## src/rtl/home_input_conditioner.sv

```systemverilog
// Input conditioner ahead of the living space controller: sync, debounce, button toggles, motion hold.
// Optional sensor_fault output and temperature gating under `SENSOR_FAULT_DETECT_EN.
module home_input_conditioner #(
  parameter int unsigned DEBOUNCE_CYCLES    = 1000000,
  parameter int unsigned MOTION_HOLD_CYCLES = 100000000
) (
  input  logic clock,
  input  logic reset,
  input  logic raw_mode_select,
  input  logic raw_motion,
  input  logic raw_smoke,
  input  logic raw_gas_leak,
  input  logic raw_door,
  input  logic raw_temp_high,
  input  logic raw_temp_low,
  input  logic raw_light_btn,
  input  logic raw_fan_btn,
  input  logic raw_ac_btn,
  input  logic raw_heating_btn,
  input  logic raw_cooling_btn,
`ifdef SENSOR_FAULT_DETECT_EN
  output logic sensor_fault,
`endif
  output logic clean_mode_select,
  output logic clean_motion,
  output logic clean_smoke,
  output logic clean_gas_leak,
  output logic clean_door,
  output logic clean_temp_high,
  output logic clean_temp_low,
  output logic light_req,
  output logic fan_req,
  output logic ac_req,
  output logic heating_req,
  output logic cooling_req
);

  localparam int unsigned NCH       = 12;
  localparam int unsigned NBTN      = 5;
  localparam int unsigned CW        = $clog2(DEBOUNCE_CYCLES) + 1;
  localparam int unsigned CH_MODE   = 0;
  localparam int unsigned CH_MOTION = 1;
  localparam int unsigned CH_SMOKE  = 2;
  localparam int unsigned CH_GAS    = 3;
  localparam int unsigned CH_DOOR   = 4;
  localparam int unsigned CH_THIGH  = 5;
  localparam int unsigned CH_TLOW   = 6;
  localparam int unsigned CH_LIGHT  = 7;
  localparam int unsigned R_HEAT    = 3;
  localparam int unsigned R_COOL    = 4;

  localparam logic [NCH-1:0] HAZARD    = NCH'(12'b0000_0000_1100);
  localparam logic [CW-1:0]  CNT_LAST  = CW'(DEBOUNCE_CYCLES - 1);
  localparam logic [31:0]    HOLD_LOAD = 32'(MOTION_HOLD_CYCLES);

  logic [NCH-1:0]  raw, sync1, sync2, stable, stable_nxt;
  logic [CW-1:0]   cnt     [NCH];
  logic [CW-1:0]   cnt_nxt [NCH];
  logic [NBTN-1:0] btn_d, rise, req, req_nxt;
  logic [31:0]     hold, hold_nxt;
  logic            motion_nxt;

  assign raw = {raw_cooling_btn, raw_heating_btn, raw_ac_btn, raw_fan_btn, raw_light_btn,
                raw_temp_low, raw_temp_high, raw_door, raw_gas_leak, raw_smoke,
                raw_motion, raw_mode_select};

  // Per-channel debounce; hazard channels accept a 1 straight from the first sync stage
  always_comb begin
    stable_nxt = stable;
    for (int i = 0; i < NCH; i++) begin
      cnt_nxt[i] = '0;
      if (HAZARD[i] && sync1[i]) begin
        stable_nxt[i] = 1'b1;
      end else if (sync2[i] != stable[i]) begin
        if (cnt[i] == CNT_LAST) stable_nxt[i] = sync2[i];
        else                    cnt_nxt[i]    = cnt[i] + CW'(1);
      end
    end
  end

  // Button toggles, gated by manual mode, with heating/cooling interlock
  assign rise = stable[CH_LIGHT +: NBTN] & ~btn_d;

  always_comb begin
    req_nxt = req;
    if (!(stable[CH_MODE] && stable_nxt[CH_MODE])) begin
      req_nxt = '0;
    end else begin
      req_nxt[2:0] = req[2:0] ^ rise[2:0];
      if (rise[R_HEAT] && !rise[R_COOL]) begin
        req_nxt[R_HEAT] = ~req[R_HEAT];
        if (!req[R_HEAT]) req_nxt[R_COOL] = 1'b0;
      end else if (rise[R_COOL] && !rise[R_HEAT]) begin
        req_nxt[R_COOL] = ~req[R_COOL];
        if (!req[R_COOL]) req_nxt[R_HEAT] = 1'b0;
      end
    end
  end

  // Occupancy hold after the debounced motion fall
  always_comb begin
    hold_nxt = hold;
    if (stable_nxt[CH_MOTION])  hold_nxt = '0;
    else if (stable[CH_MOTION]) hold_nxt = HOLD_LOAD;
    else if (hold != '0)        hold_nxt = hold - 32'd1;
    motion_nxt = stable_nxt[CH_MOTION] || (hold_nxt != '0);
  end

`ifdef SENSOR_FAULT_DETECT_EN
  logic fault_nxt;
  assign fault_nxt = sensor_fault | (stable_nxt[CH_THIGH] & stable_nxt[CH_TLOW]);
`endif

  always_ff @(posedge clock) begin
    if (reset) begin
      sync1        <= '0;
      sync2        <= '0;
      stable       <= '0;
      btn_d        <= '0;
      req          <= '0;
      hold         <= '0;
      clean_motion <= 1'b0;
      for (int i = 0; i < NCH; i++) cnt[i] <= '0;
`ifdef SENSOR_FAULT_DETECT_EN
      sensor_fault    <= 1'b0;
      clean_temp_high <= 1'b0;
      clean_temp_low  <= 1'b0;
`endif
    end else begin
      sync1        <= raw;
      sync2        <= sync1;
      stable       <= stable_nxt;
      btn_d        <= stable[CH_LIGHT +: NBTN];
      req          <= req_nxt;
      hold         <= hold_nxt;
      clean_motion <= motion_nxt;
      for (int i = 0; i < NCH; i++) cnt[i] <= cnt_nxt[i];
`ifdef SENSOR_FAULT_DETECT_EN
      sensor_fault    <= fault_nxt;
      clean_temp_high <= stable_nxt[CH_THIGH] & ~fault_nxt;
      clean_temp_low  <= stable_nxt[CH_TLOW] & ~fault_nxt;
`endif
    end
  end

`ifndef SENSOR_FAULT_DETECT_EN
  assign clean_temp_high = stable[CH_THIGH];
  assign clean_temp_low  = stable[CH_TLOW];
`endif

  assign clean_mode_select = stable[CH_MODE];
  assign clean_smoke       = stable[CH_SMOKE];
  assign clean_gas_leak    = stable[CH_GAS];
  assign clean_door        = stable[CH_DOOR];
  assign light_req         = req[0];
  assign fan_req           = req[1];
  assign ac_req            = req[2];
  assign heating_req       = req[R_HEAT];
  assign cooling_req       = req[R_COOL];

endmodule

```

## config.mk

```make
export PLATFORM = sky130hd
export DESIGN_NAME = home_input_conditioner
export DESIGN_NICKNAME = d
export VERILOG_FILES = /design/src/rtl/home_input_conditioner.sv
export SDC_FILE = /design/constraint.sdc
export NUM_CORES = 1
export LEC_CHECK = 0
export CELL_PAD_IN_SITES_DETAIL_PLACEMENT = 0
export CELL_PAD_IN_SITES_GLOBAL_PLACEMENT = 1
export CORE_ASPECT_RATIO = 1.2
export CORE_MARGIN = 1.5
export CORE_UTILIZATION = 30
export CTS_BUF_LIST = sky130_fd_sc_hd__clkbuf_8
export CTS_CLUSTER_SIZE = 24
export DETAILED_ROUTE_END_ITERATION = 6
export HOLD_SLACK_MARGIN = 0.15
export PLACE_DENSITY = 0.52
export SETUP_SLACK_MARGIN = 0.2
export SLEW_MARGIN = 20
export SYNTH_ARGS = -nofsm -noshare
export SYNTH_HDL_FRONTEND = slang
export SYNTH_SLANG_ARGS = --single-unit
```

## constraint.sdc

```tcl
create_clock -name clock -period 3.5 [get_ports clock]
set_input_delay 0.35 -clock clock [delete_from_list [all_inputs] [get_ports clock]]
set_output_delay 0.35 -clock clock [all_outputs]
set_load 0.1 [all_outputs]
```

# Yosys cells after proc, flatten, opt, wreduce, memory -nomap -nowiden
# Memories as Yosys holds them, arrays and structs flattened.
# Cells that the tools add are included.
[classes]
n_reduce_logical = 26
muxes = 58
eq_ne = 26
bitwise_logic = 18
n_addsub = 13
[op_table]
columns = ["op", "n"]
rows = [
  ["21-bit 2-to-1 mux", 38],
  ["21-bit by 1-bit adder with 21-bit output, second input constant", 12],
  ["21-bit by 20-bit == test with 1-bit output, second input constant", 12],
  ["32-bit 2-to-1 mux", 3],
  ["32-bit nonzero test", 2],
  ["32-bit by 1-bit subtractor with 32-bit output, second input constant", 1],
  ["2-bit AND reduction", 12],
  ["1-bit 2-to-1 mux", 15],
  ["1-bit != test", 12],
  ["1-bit bitwise OR", 12],
  ["2-bit nonzero test", 5],
  ["5-bit bitwise AND", 1],
  ["5-bit NOT", 1],
  ["2-bit 2-to-1 mux", 2],
  ["1-bit logical AND", 3],
  ["1-bit NOT", 3],
  ["3-bit XOR", 1],
  ["1-bit zero test", 2],
  ["2-bit by 1-bit != test with 1-bit output, second input constant", 1],
  ["2-bit != test, second input constant", 1],
  ["2-bit OR reduction", 1],
  ["1-bit logical OR", 1],
]
[totals]
mem_count = 1
out_inout_bits = 12
regBits = 79
input_bits = 14
wordCells = 161
mem_bits_rw = 252
[mem_list]
columns = ["name", "words", "word_bits", "read_ports", "rd_clocked_by_memory_dff", "wr", "line", "source"]
rows = [
  ["cnt", 12, 21, 12, 0, 12, "57", "logic [CW-1:0] cnt [NCH];"],
]

# Logic depth before layout (Yosys ltp)
# Gate-level depths: netlist (run 1).
[depth]
word_depth = 6
mapped_depth = 10
mapped_depth_nobuf = 9

# Worst setup path after synthesis (run 1)
# No wires, ideal clock.
[synth_timing]
path_type = "register to register"
start = "register hold[0]"
end = "register clean_motion"
setup_time_ns = 0.141
arrival_time_ns = 2.378
slack_ns = 0.982
n_path_buf = 0
required_time_ns = 3.359
stages_incl_launch_ff = 10
period_less_slack_ns = 2.518
path_cell_list = "dfxtp_1 inv_1 ha_1 nor3b_2 nand4_2 or4_4 o31ai_1 nand3_1 o31ai_2 a41oi_2"
[synth_between]
elab_chain_cells = 6
word_cells_on_any_way = 7
classes_between = "1 x add/sub; 3 x mux; 3 x reduce/logical"
[synth_rtl]
columns = ["element", "line", "source"]
rows = [
  ["start, declared", "60", "logic [31:0] hold, hold_nxt;"],
  ["start signal, assigned", "135", "hold <= hold_nxt;"],
  ["32-bit by 1-bit subtractor with 32-bit output or 32-bit nonzero test (tied branches)", "105", "else if (hold != '0) hold_nxt = hold - 32'd1;"],
  ["32-bit 2-to-1 mux *", "105", ""],
  ["32-bit 2-to-1 mux *", "104", "else if (stable[CH_MOTION]) hold_nxt = HOLD_LOAD;"],
  ["32-bit 2-to-1 mux *", "103", "if (stable_nxt[CH_MOTION]) hold_nxt = '0;"],
  ["32-bit nonzero test *", "106", "motion_nxt = stable_nxt[CH_MOTION] || (hold_nxt != '0);"],
  ["1-bit logical OR *", "106", ""],
  ["end signal, assigned", "136", "clean_motion <= motion_nxt;"],
  ["end, declared", "25", "output logic clean_motion,"],
]
# Every way passes the cells marked *; elsewhere a longest branch is shown, timed or not.
# A chain may end at the register's enable or synchronous reset.

# Final worst setup path (run 1)
# Ends and elaborated chain as after synthesis.

==> out/qor.txt, run 1 <==
Synth cell types -> 60
final non-filler cell total -> 2,330
DP Cell Count -> 2,228
Skew-Pair Late Insertion Delay -> 0.65 ns
RR Startpoint -> hold[0]
critical path launch point type -> flop
Placer Congestion -> 0.7882
Initial Util -> 30.26%
Seq/Total Area, Yosys -> 46.79%
post-DR wirelength/cell -> 12.68 um
Pwr Total -> 9.947 mW
gr usage total -> 12.71%
worst path required time -> 3.99 ns
largest vdd supply drop -> 0.3743 mV
Tcrit/Tclk final -> 82.50%
Die X -> 201.3 um
count leader, synth -> nor2_1
Hold Path End -> sync1[5]
final hold violation count -> 0
CTS tree -> done
Resize count post-CTS -> 0
PD cells -> 613.1 nW/um^2
clk buf depth -> 3
GRT overflow -> 0
first-pass GRT wire length -> 51,740 um
layout cells sized above 1 -> 6.565%
Syn. warnings -> 0
IO Count -> 26
Slew Limit Fails -> 0
Worst Setup End Kind -> flop
DR DRC count -> 0
placed cell area -> 15,050 sq um
FMAX -> 346.3 MHz
worst min-delay path startpoint -> raw_temp_high
Core Area -> 46,810 sq um
Slew @ Worst Pin -> 1.013 ns
EDFF count, synth -> 0
Hold Path Class -> in -> reg
Final Cell Area -> 16,220 sq um
Post-synth top flop -> dfxtp_1
setup bufs post-CTS -> 0
# hold bufs at CTS -> 0
Post-Route Skew -> 0.02807 ns
WP data arrival -> 3.38 ns
post-DR vias/cell -> 4.573
CTS Buf Count -> 60
CTS Root Cell -> clkbuf_8
Synthesized Nets -> 1,650
top post-synthesis cells by count -> 358 x nor2_1, 331 x dfxtp_1, 127 x xor2_1
Final TNS setup -> 0 ns
Pleak -> 5.408 nW
Synth area leader -> dfxtp_1
asr flop ratio synth -> 0%
Sinks on Clock Net -> 331
Hold Crit Depth -> 2
placed wire-length estimate -> 19,760 um
Period minus WS final -> 2.887 ns
die height -> 241.0 um
Area contributors post-synth -> dfxtp_1 47%, nor2_1 9.5%, xor2_1 7.9%
die area -> 48,530 sq um
DR vias -> 10,655
reg2reg path depth -> 9
Mapped Cells -> 1,620
Syn-to-layout area delta -> 14.56%
final setup violation count -> 0
port bufs -> 25
fin nets -> 1,697
WS Path Type -> reg -> reg
num rows -> 87
fillers -> 4,927
Rel. slew slack -> 32.26%
Synth Cell Area -> 14,160 sq um
# Max-Cap Violations -> 0
first-pass iteration count of the detailed router -> 4
Register Area -> 6626 sq um
clock slew at reported path FFs -> 0.06 ns
H-tree levels -> 2
reg2reg setup slack -> 0.61 ns
largest net degree at the start of global routing -> 38
initial antenna violation count -> 2
area of the multi-input gates -> 7216 sq um
post-synth top area share -> 46.79%
starting DRC count in detailed routing -> 437
unrepaired setup endpoints after global routing -> no
Synth Area per Inst -> 8.742 sq um
WL final -> 29,540 um
vias in the first global route -> 10,698
crit-path max FO -> 8
status -> finished, final reports clean
Yosys reg bits -> 331
Antenna Nets Post-Route -> 0
r2r endpoint -> clean_motion
[cell type report]
type,instances,area share [%]
inverters,39,0.9023
clock inverters,26,0.8560
clock buffers,75,6.362
repair buffers,30,1.743
multi-input cells,1205,44.47
diodes,1,0.01542
flip-flops and latches,331,40.84
well taps,623,4.805
[cells in the final DEF (no fill, tap or decap), types with 8 or more instances in the layout]
cell type,instances
nand2b_1,8
mux2i_1,15
a21oi_1,18
dfxtp_1,331
or3_1,27
and3_1,45
nor4_1,30
nor2b_1,45
or4_1,8
o21ai_0,20
nand3_1,98
nand4_1,48
ha_1,16
nand2_1,101
inv_1,55
nor4b_1,9
and4_1,11
xor2_1,127
clkdlybuf4s50_1,24
clkbuf_8,75
nor2_1,358
nor3_1,32
xnor2_1,119
[metal layers]
layer  share of wire, %  track usage (%)  routed length, um  up-vias
li1                   -                -                  -     5541
met1                 47            15.77              14000     4940
met2                 46            21.14              13510      119
met3                4.2            3.200               1252       55
met4                2.6            5.020                772        0
met5                  0                0                  0        -
[metrics by stage]
step | utilization (%) | worst slack (ns) | hold WS [ns]
6_report | 34.66 | 0.6125 | 0.2639
5_1_grt | 34.66 | 0.3694 | 0.2117
4_1_cts | 34.66 | 0.6103 | 0.1811
3_5_place_dp | 32.15 | 0.6103 | 0.4263
3_3_place_gp | 32.15 | 0.6059 | 0.4248
2_1_floorplan | - | 0.9816 | 0.4129
[worst max-delay path, stage by stage, from the launching register on]
cell     delay (ns)
dfxtp_1        0.35
inv_1          0.12
ha_1           0.22
nor3b_2        0.32
nand4_2        0.29
or4_4          0.61
o31ai_1        0.28
nand3_1        0.13
o31ai_2        0.28
a41oi_2        0.14
[state kept, by name (all words and copies together), names as in the netlist]
name          cells
req               5
btn_d             5
cnt             252
sync1            12
hold             32
stable           12
clean_motion      1
sync2            12
[how the worst max path moves through the flow]
stage,from,to,slack [ns],cells past startpoint
after global placement,hold[0],clean_motion,0.61,9
final,hold[0],clean_motion,0.61,9
after CTS,hold[0],clean_motion,0.61,9
after detailed placement,hold[0],clean_motion,0.61,9
after global routing,hold[0],clean_motion,0.37,9
after floorplan,hold[0],clean_motion,0.98,9
[kinds of logic (layout without fill, tap and decap cells)]
logic type                 count (synthesis)  in the layout  share of synthesized area, %
muxes                                     18             18                         1.299
buffers and inverters                     84            170                         2.262
other                                      0              1                             0
DFF                                      331            331                         46.79
and+or+nand+nor                          852            852                         29.54
AOI/OAI and AO/OA                         73             73                         3.481
adders and majority gates                 16             16                         1.414
xor gates and xnor gates                 246            246                         15.21
[power breakdown]
group	leakage (nW)	internal, mW	switching, mW
combinational	2.06	0.846	1.31
sequential	2.68	3.95	0.265
clock	0.668	1.97	1.59
(Power assumes the default switching activity.)
==> run 2: changes to the inputs <==
- PLACE_DENSITY: 0.52 -> 0.54
- clock period: 3.5 -> 2.4 ns (I/O delays scaled with it)
==> run 2 against run 1 <==
  * The run now ends with setup timing left
  * Sequential cell count did not move
  * Routed wire length grew 2.8%
  * Final cell count is 5.8% higher
  * Worst setup slack lost 0.65 ns
  * Combinational power increased by 120%
  * Fmax grew 18%
  * Global-route usage hardly changed
==> out/qor.txt, run 2 (synthesis gave the netlist of run 1 again) <==
Worst Setup End Kind -> flop
failing checks -> setup timing
die height -> 241.0 um (unchanged)
DR DRC count -> 0 (unchanged)
fin nets -> 1,820 (+7.2%)
met2 wire len -> 14,210 um (+5.1%)
critical path launch point type -> flop
Slew @ Worst Pin -> 0.4994 ns (-0.5136 ns)
logic gate share of total power -> 29.0% (+7.3 points)
unrepaired setup endpoints after global routing -> yes
WL final -> 30,360 um (+2.8%)
biggest regs -> cnt: 252 flops, hold: 32 flops
Sw Share -> 31.46% (-0.43 points)
Int Pwr -> 11.42 mW (+68%)
most common cell after layout, fill and taps aside -> nor2_1
PnR worst setup slack -> -0.03995 ns (-0.6525 ns)
Post-Route Skew -> 0.02619 ns (-0.001871 ns)
met1 wire length -> 13,920 um (-0.58%)
Skew-Pair Late Insertion Delay -> 0.64 ns (about the same)
Rel. slew slack -> 66.71% (+34 points)
Routed met3 length -> 1260 um (+0.64%)
PD cells -> 944.4 nW/um^2 (+54%)
CTS tree -> done
gr usage total -> 12.74% (+0.028 points)
Antenna Nets Post-Route -> 0 (unchanged)
uppermost routed layer -> met4
final non-filler cell total -> 2,464 (+5.8%)
Sw Pwr -> 5.240 mW (+65%)
GRT overflow -> 0 (unchanged)
Pwr Total -> 16.66 mW (+67%)
max reg flops -> 252 (unchanged)
CTS Root Cell -> clkbuf_8
# Max-Cap Violations -> 0 (unchanged)
H-tree levels -> 2 (unchanged)
largest net degree at the start of global routing -> 22 (-42%)
crit-path max FO -> 8 (unchanged)
Hold Path Class -> in -> reg
reg2reg setup slack -> -0.04 ns (-0.65 ns)
WS Path Type -> reg -> reg
Slew Limit Fails -> 0 (unchanged)
hold slack -> 0.2280 ns (-0.03585 ns)
Core Area -> 46,810 sq um (unchanged)
die area -> 48,530 sq um (unchanged)
fin util -> 37.68% (+3.0 points)
Placer Congestion -> 0.8006 (+1.6%)
most frequent cells in the layout -> 355 x nor2_1, 325 x dfxtp_1, 126 x xor2_1
Period minus WS final -> 2.440 ns (-0.4475 ns)
Die X -> 201.3 um (unchanged)
worst path required time -> 2.90 ns (-1.09 ns)
fillers -> 4,824 (-2.1%)
placed wire-length estimate -> 20,520 um (+3.8%)
Syn-to-layout area delta -> 24.54%
status -> complete, but fails checks
Sinks on Clock Net -> 331 (unchanged)
layout cells sized above 1 -> 15.54% (+9.0 points)
Pleak -> 6.203 nW (+15%)
clk buf depth -> 3 (unchanged)
placed cell area -> 15,990 sq um (+6.2%)
initial antenna violation count -> 1 (-1)
Clock Power Share -> 34.6% (-1.3 points)
CTS Buf Count -> 59 (-1.7%)
vias in the first global route -> 11,050 (+3.3%)
starting DRC count in detailed routing -> 409 (-6.4%)
IO Count -> 26 (unchanged)
Reg power frac -> 36.4% (-6.0 points)
port bufs -> 25 (unchanged)
Biggest register -> cnt
post-DR vias/cell -> 4.515 (-1.3%)
clock slew at reported path FFs -> 0.06 ns (about the same)
Initial Util -> 30.26% (unchanged)
WP data arrival -> 2.94 ns (-0.44 ns)
DR vias -> 11,126 (+4.4%)
DP Cell Count -> 2,338 (+4.9%)
largest vdd supply drop -> 0.5862 mV (+57%)
Final Cell Area -> 17,640 sq um (+8.7%)
first-pass iteration count of the detailed router -> 4 (unchanged)
final setup violation count -> 1 (+1)
FMAX -> 409.8 MHz (+18%)
Tcrit/Tclk final -> 101.7% (+19 points)
first-pass GRT wire length -> 51,940 um (+0.39%)
area of the multi-input gates -> 7433 sq um (+3.0%)
final hold violation count -> 0 (unchanged)
post-DR wirelength/cell -> 12.32 um (-2.8%)
Register Area -> 6636 sq um (+0.15%)
num rows -> 87 (unchanged)
-- run 2: cell types whose count changed in the layout (fill, tap and decap cells not counted), sizes merged --
cell / change
clkinvlp: +1
clkdlybuf4s50: -12
clkbuf: +7
buf: +125
inv: -1
bufinv: +2
clkinv: +1
dlygate4sd3: +11
-- run 2: metrics by stage --
step	setup WS [ns]	setup TNS, ns
floorplan	0.06630	0
global placement	-0.06861	-0.06861
detailed placement	-0.04965	-0.04965
CTS	-0.05691	-0.05705
global route	-0.1572	-0.2342
finish	-0.03995	-0.03995
-- run 2: per-layer routing --
metal  vias to the layer above  GRT usage, %
met5                         -             0
met4                         0         5.111
met3                        72         3.322
met2                       139         21.76
met1                      5129         15.24
li1                       5786             -
-- run 2: path summary, 6_finish.rpt --
kind | to | cells after the start | from
worst max register to register | clean_motion | 8 | hold[7]
worst max-delay path | clean_motion | 8 | hold[7]
worst min-delay path | sync1[1] | 2 | raw_motion
worst min register to register | sync2[8] | 1 | sync1[8]
-- run 2: timing repair --
action	4_1_cts	5_1_grt
gates resized for setup	10	27
pin swaps	0	2
buffers inserted	1	2
setup endpoints to repair	10	108
endpoints found under the hold margin	15	0
hold buffers	11	0
-- run 2: cell type report --
type	instances	area share, %
antenna	1	0.01419
clock buffer	82	6.398
clock inverter	29	1.206
inverter	39	0.8300
multi-input combinational	1205	42.14
sequential	331	37.62
tap	623	4.419
timing repair buffer	154	7.363
-- run 2: critical path, cell delays in order, from the launching register on --
cell and delay [ns]:
dfxtp_4 0.36, nor4_4 0.37, buf_4 0.18, nand4_4 0.12, or4_4 0.49, mux2_1 0.25, o2111ai_1 0.17, a31oi_1 0.23
a41oi_2 0.13
-- run 2: power by group through the flow --
stage | Sequential (mW) | Clock [mW] | Combinational (mW)
6_report | 6.06 | 5.77 | 4.83
5_1_grt | 6.09 | 6.31 | 5.24
2_1_floorplan | 6.17 | 0 | 2.57
3_5_place_dp | 6.15 | 0 | 4.51
3_3_place_gp | 6.15 | 0 | 4.58
4_1_cts | 6.04 | 6.06 | 4.66
==> run 3: changes to the inputs <==
- CELL_PAD_IN_SITES_DETAIL_PLACEMENT: 0 -> 1
==> run 3 against run 2 <==
  * The run now ends clean
  * Worst setup slack improved by 0.089 ns
  * Clock power fell by 4.3%
  * Final cell count rose by 0.12%
  * Total power rose by 1.6%
  * Critical endpoint unchanged
  * Largest power group unchanged
  * Non-clock buffer count rose by 8
  * Sequential share of layout area fell by 0.12 points
  * Die area did not move
  * Routed wire length rose by 9.7%
  * First-iteration DRC count fell by 23%
==> out/qor.txt, run 3 (synthesis gave the netlist of run 1 again) <==
status -> finished, final reports clean
Antenna Nets Post-Route -> 0 (unchanged)
CTS Root Cell -> clkbuf_8
FMAX -> 425.3 MHz (+3.8%)
gr usage total -> 13.98% (+1.2 points)
most frequent cells in the layout -> 356 x nor2_1, 319 x dfxtp_1, 126 x xor2_1
Core Area -> 46,810 sq um (unchanged)
placed wire-length estimate -> 23,000 um (+12%)
num rows -> 87 (unchanged)
initial antenna violation count -> 1 (unchanged)
crit-path max FO -> 5 (-3)
Tcrit/Tclk final -> 97.97% (-3.7 points)
Register Area -> 6646 sq um (+0.15%)
post-DR vias/cell -> 4.657 (+3.1%)
DR DRC count -> 0 (unchanged)
WS Path Type -> reg -> reg
Initial Util -> 30.26% (unchanged)
CP Cell Sequence -> nor4_4 -> buf_4 -> buf_4 -> and4_4 -> or4_4 -> o31ai_4 -> nand3_4 -> o31ai_4 -> a41oi_2
post-DR wirelength/cell -> 13.50 um (+9.5%)
largest net degree at the start of global routing -> 22 (unchanged)
Max stage delay on crit path -> 0.53 ns (+0.04 ns)
DR vias -> 11,490 (+3.3%)
Worst Setup End Kind -> flop
port bufs -> 25 (unchanged)
fin nets -> 1,828 (+0.44%)
largest vdd supply drop -> 0.5448 mV (-7.1%)
Place WS -> -0.1332 ns (-0.08360 ns)
critical path launch point type -> flop
clk buf depth -> 3 (unchanged)
first-pass GRT wire length -> 57,060 um (+9.9%)
Biggest register -> cnt
final setup violation count -> 0 (-1)
Placer Congestion -> 0.8006 (unchanged)
CTS tree -> done
fillers -> 5,461 (+13%)
WL final -> 33,300 um (+9.7%)
Sinks on Clock Net -> 331 (unchanged)
PnR worst setup slack -> 0.04881 ns (+0.08876 ns)
Slew @ Worst Pin -> 0.5197 ns (+0.02029 ns)
die area -> 48,530 sq um (unchanged)
Post-Route Skew -> 0.02750 ns (+0.001308 ns)
Final Cell Area -> 17,720 sq um (+0.47%)
Syn-to-layout area delta -> 25.13%
H-tree levels -> 2 (unchanged)
worst path required time -> 2.93 ns (+0.03 ns)
most common cell after layout, fill and taps aside -> nor2_1
IO Count -> 26 (unchanged)
placed cell area -> 15,990 sq um (unchanged)
first-pass iteration count of the detailed router -> 4 (unchanged)
Rel. slew slack -> 65.36% (-1.4 points)
layout cells sized above 1 -> 16.77% (+1.2 points)
area of the multi-input gates -> 7487 sq um (+0.72%)
Period minus WS final -> 2.351 ns (-0.08876 ns)
vias in the first global route -> 11,970 (+8.3%)
# Max-Cap Violations -> 0 (unchanged)
clock slew at reported path FFs -> 0.06 ns (about the same)
Slew Limit Fails -> 0 (unchanged)
max reg flops -> 252 (unchanged)
Skew-Pair Late Insertion Delay -> 0.65 ns (about the same)
Hold Path Class -> in -> reg
final hold violation count -> 0 (unchanged)
unrepaired setup endpoints after global routing -> yes
starting DRC count in detailed routing -> 314 (-23%)
Pleak -> 6.223 nW (+0.32%)
Die X -> 201.3 um (unchanged)
Final TNS setup -> 0 ns (+0.03995 ns)
crit path max-delay cell type -> or4_4
GRT overflow -> 0 (unchanged)
die height -> 241.0 um (unchanged)
CTS Buf Count -> 59 (unchanged)
PD cells -> 955.0 nW/um^2 (+1.1%)
biggest regs -> cnt: 252 flops, hold: 32 flops
WP data arrival -> 2.88 ns (-0.06 ns)
Pwr Total -> 16.92 mW (+1.6%)
-- run 3: changes by cell type in the layout (fill, tap and decap cells not counted), moves of 2 or more --
cell        previous run  this run
buf_6                  0         8
dfxtp_1              325       319
dfxtp_2                5        10
inv_1                 51        48
a211oi_1               3         1
bufinv_16              3         1
clkinv_2               7         9
clkinvlp_4             3         1
inv_2                  2         0
inv_4                  0         2
-- run 3: cell type report --
class,count,share of cell area (%)
flip-flops and latches,331,37.51
clock buffers,81,6.291
diodes,1,0.01412
inverters,39,0.8543
clock inverters,25,0.8614
well taps,623,4.399
repair buffers,162,7.823
multi-input cells,1205,42.25
-- run 3: worst paths after layout --
path                                       from           end  slack [ns]  cells after the start
worst max-delay path                    hold[4]  clean_motion        0.05                      9
worst min register to register       cnt[1][63]    cnt[1][63]        0.44                      1
worst max register to register          hold[4]  clean_motion        0.05                      9
worst min-delay path            raw_heating_btn     sync1[10]        0.22                      2
-- run 3: worst max-delay path: cells and delay by family, from the launching register on --
kind	cells	cell delay (ns)
and+or+nand+nor	4	0.91
AOI/OAI and AO/OA	3	0.61
DFF	1	0.43
buffers and inverters	2	0.27
-- run 3: power by group --
part | internal [mW] | switching (mW) | leakage [nW]
clock network | 3.10 | 2.41 | 0.707
logic | 2.56 | 2.76 | 2.83
registers | 5.79 | 0.299 | 2.68
total | 11.4 | 5.48 | 6.22
-- run 3: per-layer routing --
metal	global-route usage (%)	wire [um]
met5	0	0
met4	5.744	954
met3	2.903	1199
met2	24.80	16080
met1	16.40	15070
-- run 3: repair_timing --
| action | 4_1_cts | 5_1_grt |
|---|---|---|
| resized for setup | 23 | 45 |
| endpoints found under the hold margin | 14 | 0 |
| pin swaps | 7 | 15 |
| hold buffers | 10 | 0 |
| endpoints found under the setup margin | 15 | 103 |
| setup buffers | 8 | 4 |
-- run 3: through the flow --
step	instances	util, %	hold slack, ns
2_1_floorplan	1620	-	0.3682
5_1_grt	2467	37.86	0.1651
3_3_place_gp	2338	34.15	0.4175
3_5_place_dp	2338	34.15	0.4340
6_report	2467	37.86	0.2224
4_1_cts	2462	37.44	0.1550
==> RTL edit, RTL diff (config.mk and constraints of run 2) <==
Register the input `raw_gas_leak` before use, without a reset. The logic sees it one clock later. The other inputs are not delayed to match.
--- a/src/rtl/home_input_conditioner.sv
+++ b/src/rtl/home_input_conditioner.sv
@@ -53,6 +53,12 @@
   localparam logic [CW-1:0]  CNT_LAST  = CW'(DEBOUNCE_CYCLES - 1);
   localparam logic [31:0]    HOLD_LOAD = 32'(MOTION_HOLD_CYCLES);
 
+  logic raw_gas_leak_q;
+
+  always_ff @(posedge clock) begin
+    raw_gas_leak_q <= raw_gas_leak;
+  end
+
   logic [NCH-1:0]  raw, sync1, sync2, stable, stable_nxt;
   logic [CW-1:0]   cnt     [NCH];
   logic [CW-1:0]   cnt_nxt [NCH];
@@ -61,7 +67,7 @@
   logic            motion_nxt;
 
   assign raw = {raw_cooling_btn, raw_heating_btn, raw_ac_btn, raw_fan_btn, raw_light_btn,
-                raw_temp_low, raw_temp_high, raw_door, raw_gas_leak, raw_smoke,
+                raw_temp_low, raw_temp_high, raw_door, raw_gas_leak_q, raw_smoke,
                 raw_motion, raw_mode_select};
 
   // Per-channel debounce; hazard channels accept a 1 straight from the first sync stage
Function: changed (Yosys sat finds a counterexample within 4 cycles, from zero or initial values and one cycle with reset high).
==> RTL edit against run 2 <==
  * The run still ends with setup timing left
  * Sequential cell count is 1 higher
  * Utilization rose by 0.49 points
  * Combinational power up 36%
  * Final area increased by 1.5%
  * Wire length is 1.2% higher
  * Worst setup slack got worse by 0.26 ns
  * Power is 7.3% higher
  * Worst hold slack got worse by 0.0069 ns
  * Clock power shrank 7.6%
  * Synthesized area up 0.56%
  * Synthesized cell count up 1.2%
  * Largest power group is now combinational logic
==> RTL edit: results <==
export IMPL_ir_worst_vdd_uv=700
export IMPL_switchingPower_mw=5.65
export IMPL_cts_root_buf="clkbuf_8"
export IMPL_synth_commonest_cells="nor2_1, dfxtp_1, xnor2_1, xor2_1, nand2_1"
export IMPL_syn_num_nets=1669
export IMPL_place_inst=2360
export IMPL_io_buffer_count=25
export IMPL_reg_top3="cnt (252), hold (32)"
export IMPL_place_hpwl_mm=21.0
export IMPL_violations="setup timing"
export IMPL_avgSynthCellArea_um2=8.69
export IMPL_cts_max_level=2
export IMPL_async_flop_share_pct=0
export IMPL_first_pass_iters=5
export IMPL_hold_path_class="primary input to flop"
export IMPL_setup_violations=7
export IMPL_antenna_found_initial=1
export IMPL_grt_pass1_wl_mm=52.9
export IMPL_grt_max_degree=22
export IMPL_finalClockSkew_ns=0.0138
export IMPL_gp_congestion=0.773
export IMPL_slew_limit_headroom_pct=53.2
export IMPL_setup_ws_ns=-0.299
export IMPL_drive_above_1_share_pct=16.6
export IMPL_layout_nets=1859
export IMPL_cts_clk_slew_worst_paths_ns=0.07
export IMPL_ys_warn_count=0
export IMPL_p_leak_nw=6.19
export IMPL_instances_no_fill=2495
export IMPL_track_usage_pct=12.8
export IMPL_clock_latency_ns=0.63
export IMPL_ys_seq_area_share_pct=46.7
export IMPL_cts_buffers=58
export IMPL_synth_area_leaders="dfxtp_1, nor2_1, xnor2_1"
export IMPL_clk_path_buf_depth=3
export IMPL_wl_per_cell_um=12.3
export IMPL_cp_max_fo=5
export IMPL_dr_first_iter_drc_count=352
export IMPL_synth_cell_types=60
export IMPL_synthFlopType="dfxtp_1"
export IMPL_grt_overflow_total=0
export IMPL_crit_arrival_ns=3.19
export IMPL_status="finished, violations left"
export IMPL_vias=11299
-- RTL edit: logic make-up (layout without fill, tap and decap cells) --
logic type	count (synthesis)	after routing	share of synthesized area [%]
adder cells (fa/ha/maj)	16	16	1.41
multiplexers	12	12	0.852
flip-flops	332	332	46.7
buffers and inverters	87	319	2.37
other	0	1	0
XOR/XNOR	249	249	15.3
AO/OA/AOI/OAI	77	77	3.52
AND/OR/NAND/NOR	866	866	29.9
-- RTL edit: area by class of cell --
| class | instances | area, um^2 |
|---|---|---|
| fill | 4823 | 29000 |
| multi-input combinational | 1220 | 7610 |
| sequential | 332 | 6650 |
| timing repair buffer | 174 | 1500 |
| clock buffer | 75 | 1030 |
| tap | 623 | 779 |
| clock inverter | 27 | 174 |
| inverter | 43 | 161 |
| antenna | 1 | 2.50 |
-- RTL edit: critical path, cell delays in order, from the launching register on --
cell and delay [ns]:
dfxtp_2 0.32, inv_2 0.07, ha_4 0.12, or4b_4 0.45, or4_4 0.49, or2_4 0.29, nand4b_1 0.15, nand4b_1 0.21
o31ai_2 0.32, a41oi_1 0.16
-- RTL edit: repair_timing --
item,CTS,global route
pin swaps,8,23
hold endpoints to repair,15,0
setup endpoints to repair,23,83
buffers inserted,11,10
gates resized for setup,21,64
hold buffers,11,0
-- RTL edit: path summary, 6_finish.rpt --
check / cells after the start / slack (ns) / to / startpoint
setup reg to reg: 9 / -0.30 / clean_motion / hold[0]
hold / removal: 2 / 0.22 / sync1[9] / raw_ac_btn
setup / recovery: 9 / -0.30 / clean_motion / hold[0]
hold reg to reg: 1 / 0.44 / sync2[6] / sync1[6]
-- RTL edit: power by group through the flow --
stage | Clock, mW | Sequential (mW) | Combinational, mW
floorplan | 0 | 6.15 | 2.81
global placement | 0 | 6.05 | 5.38
detailed placement | 0 | 6.06 | 5.34
CTS | 5.63 | 5.95 | 5.82
global route | 5.86 | 6.00 | 7.08
finish | 5.33 | 5.97 | 6.58
-- RTL edit: routing by layer --
layer  up-vias  track usage [%]  wire length, um
li1       5911                -                -
met3        60             2.87             1100
met2       116             21.5            14600
met1      5212             15.7            14200
met4         0             4.98              849
met5         -                0                0
-- RTL edit: per-stage QoR --
| step | utilization, % | power [mW] | cell area (um^2) | TNS (ns) | setup slack, ns |
|---|---|---|---|---|---|
| 6_report | 38.2 | 17.9 | 17900 | -0.767 | -0.299 |
| 3_5_place_dp | 34.2 | 11.4 | 16000 | -0.728 | -0.349 |
| 3_3_place_gp | 34.2 | 11.4 | 16000 | -0.526 | -0.292 |
| 4_1_cts | 37.3 | 17.4 | 17500 | -0.772 | -0.269 |
| 5_1_grt | 38.2 | 18.9 | 17900 | -1.64 | -0.430 |
| 2_1_floorplan | - | 8.96 | 14300 | -0.151 | -0.151 |
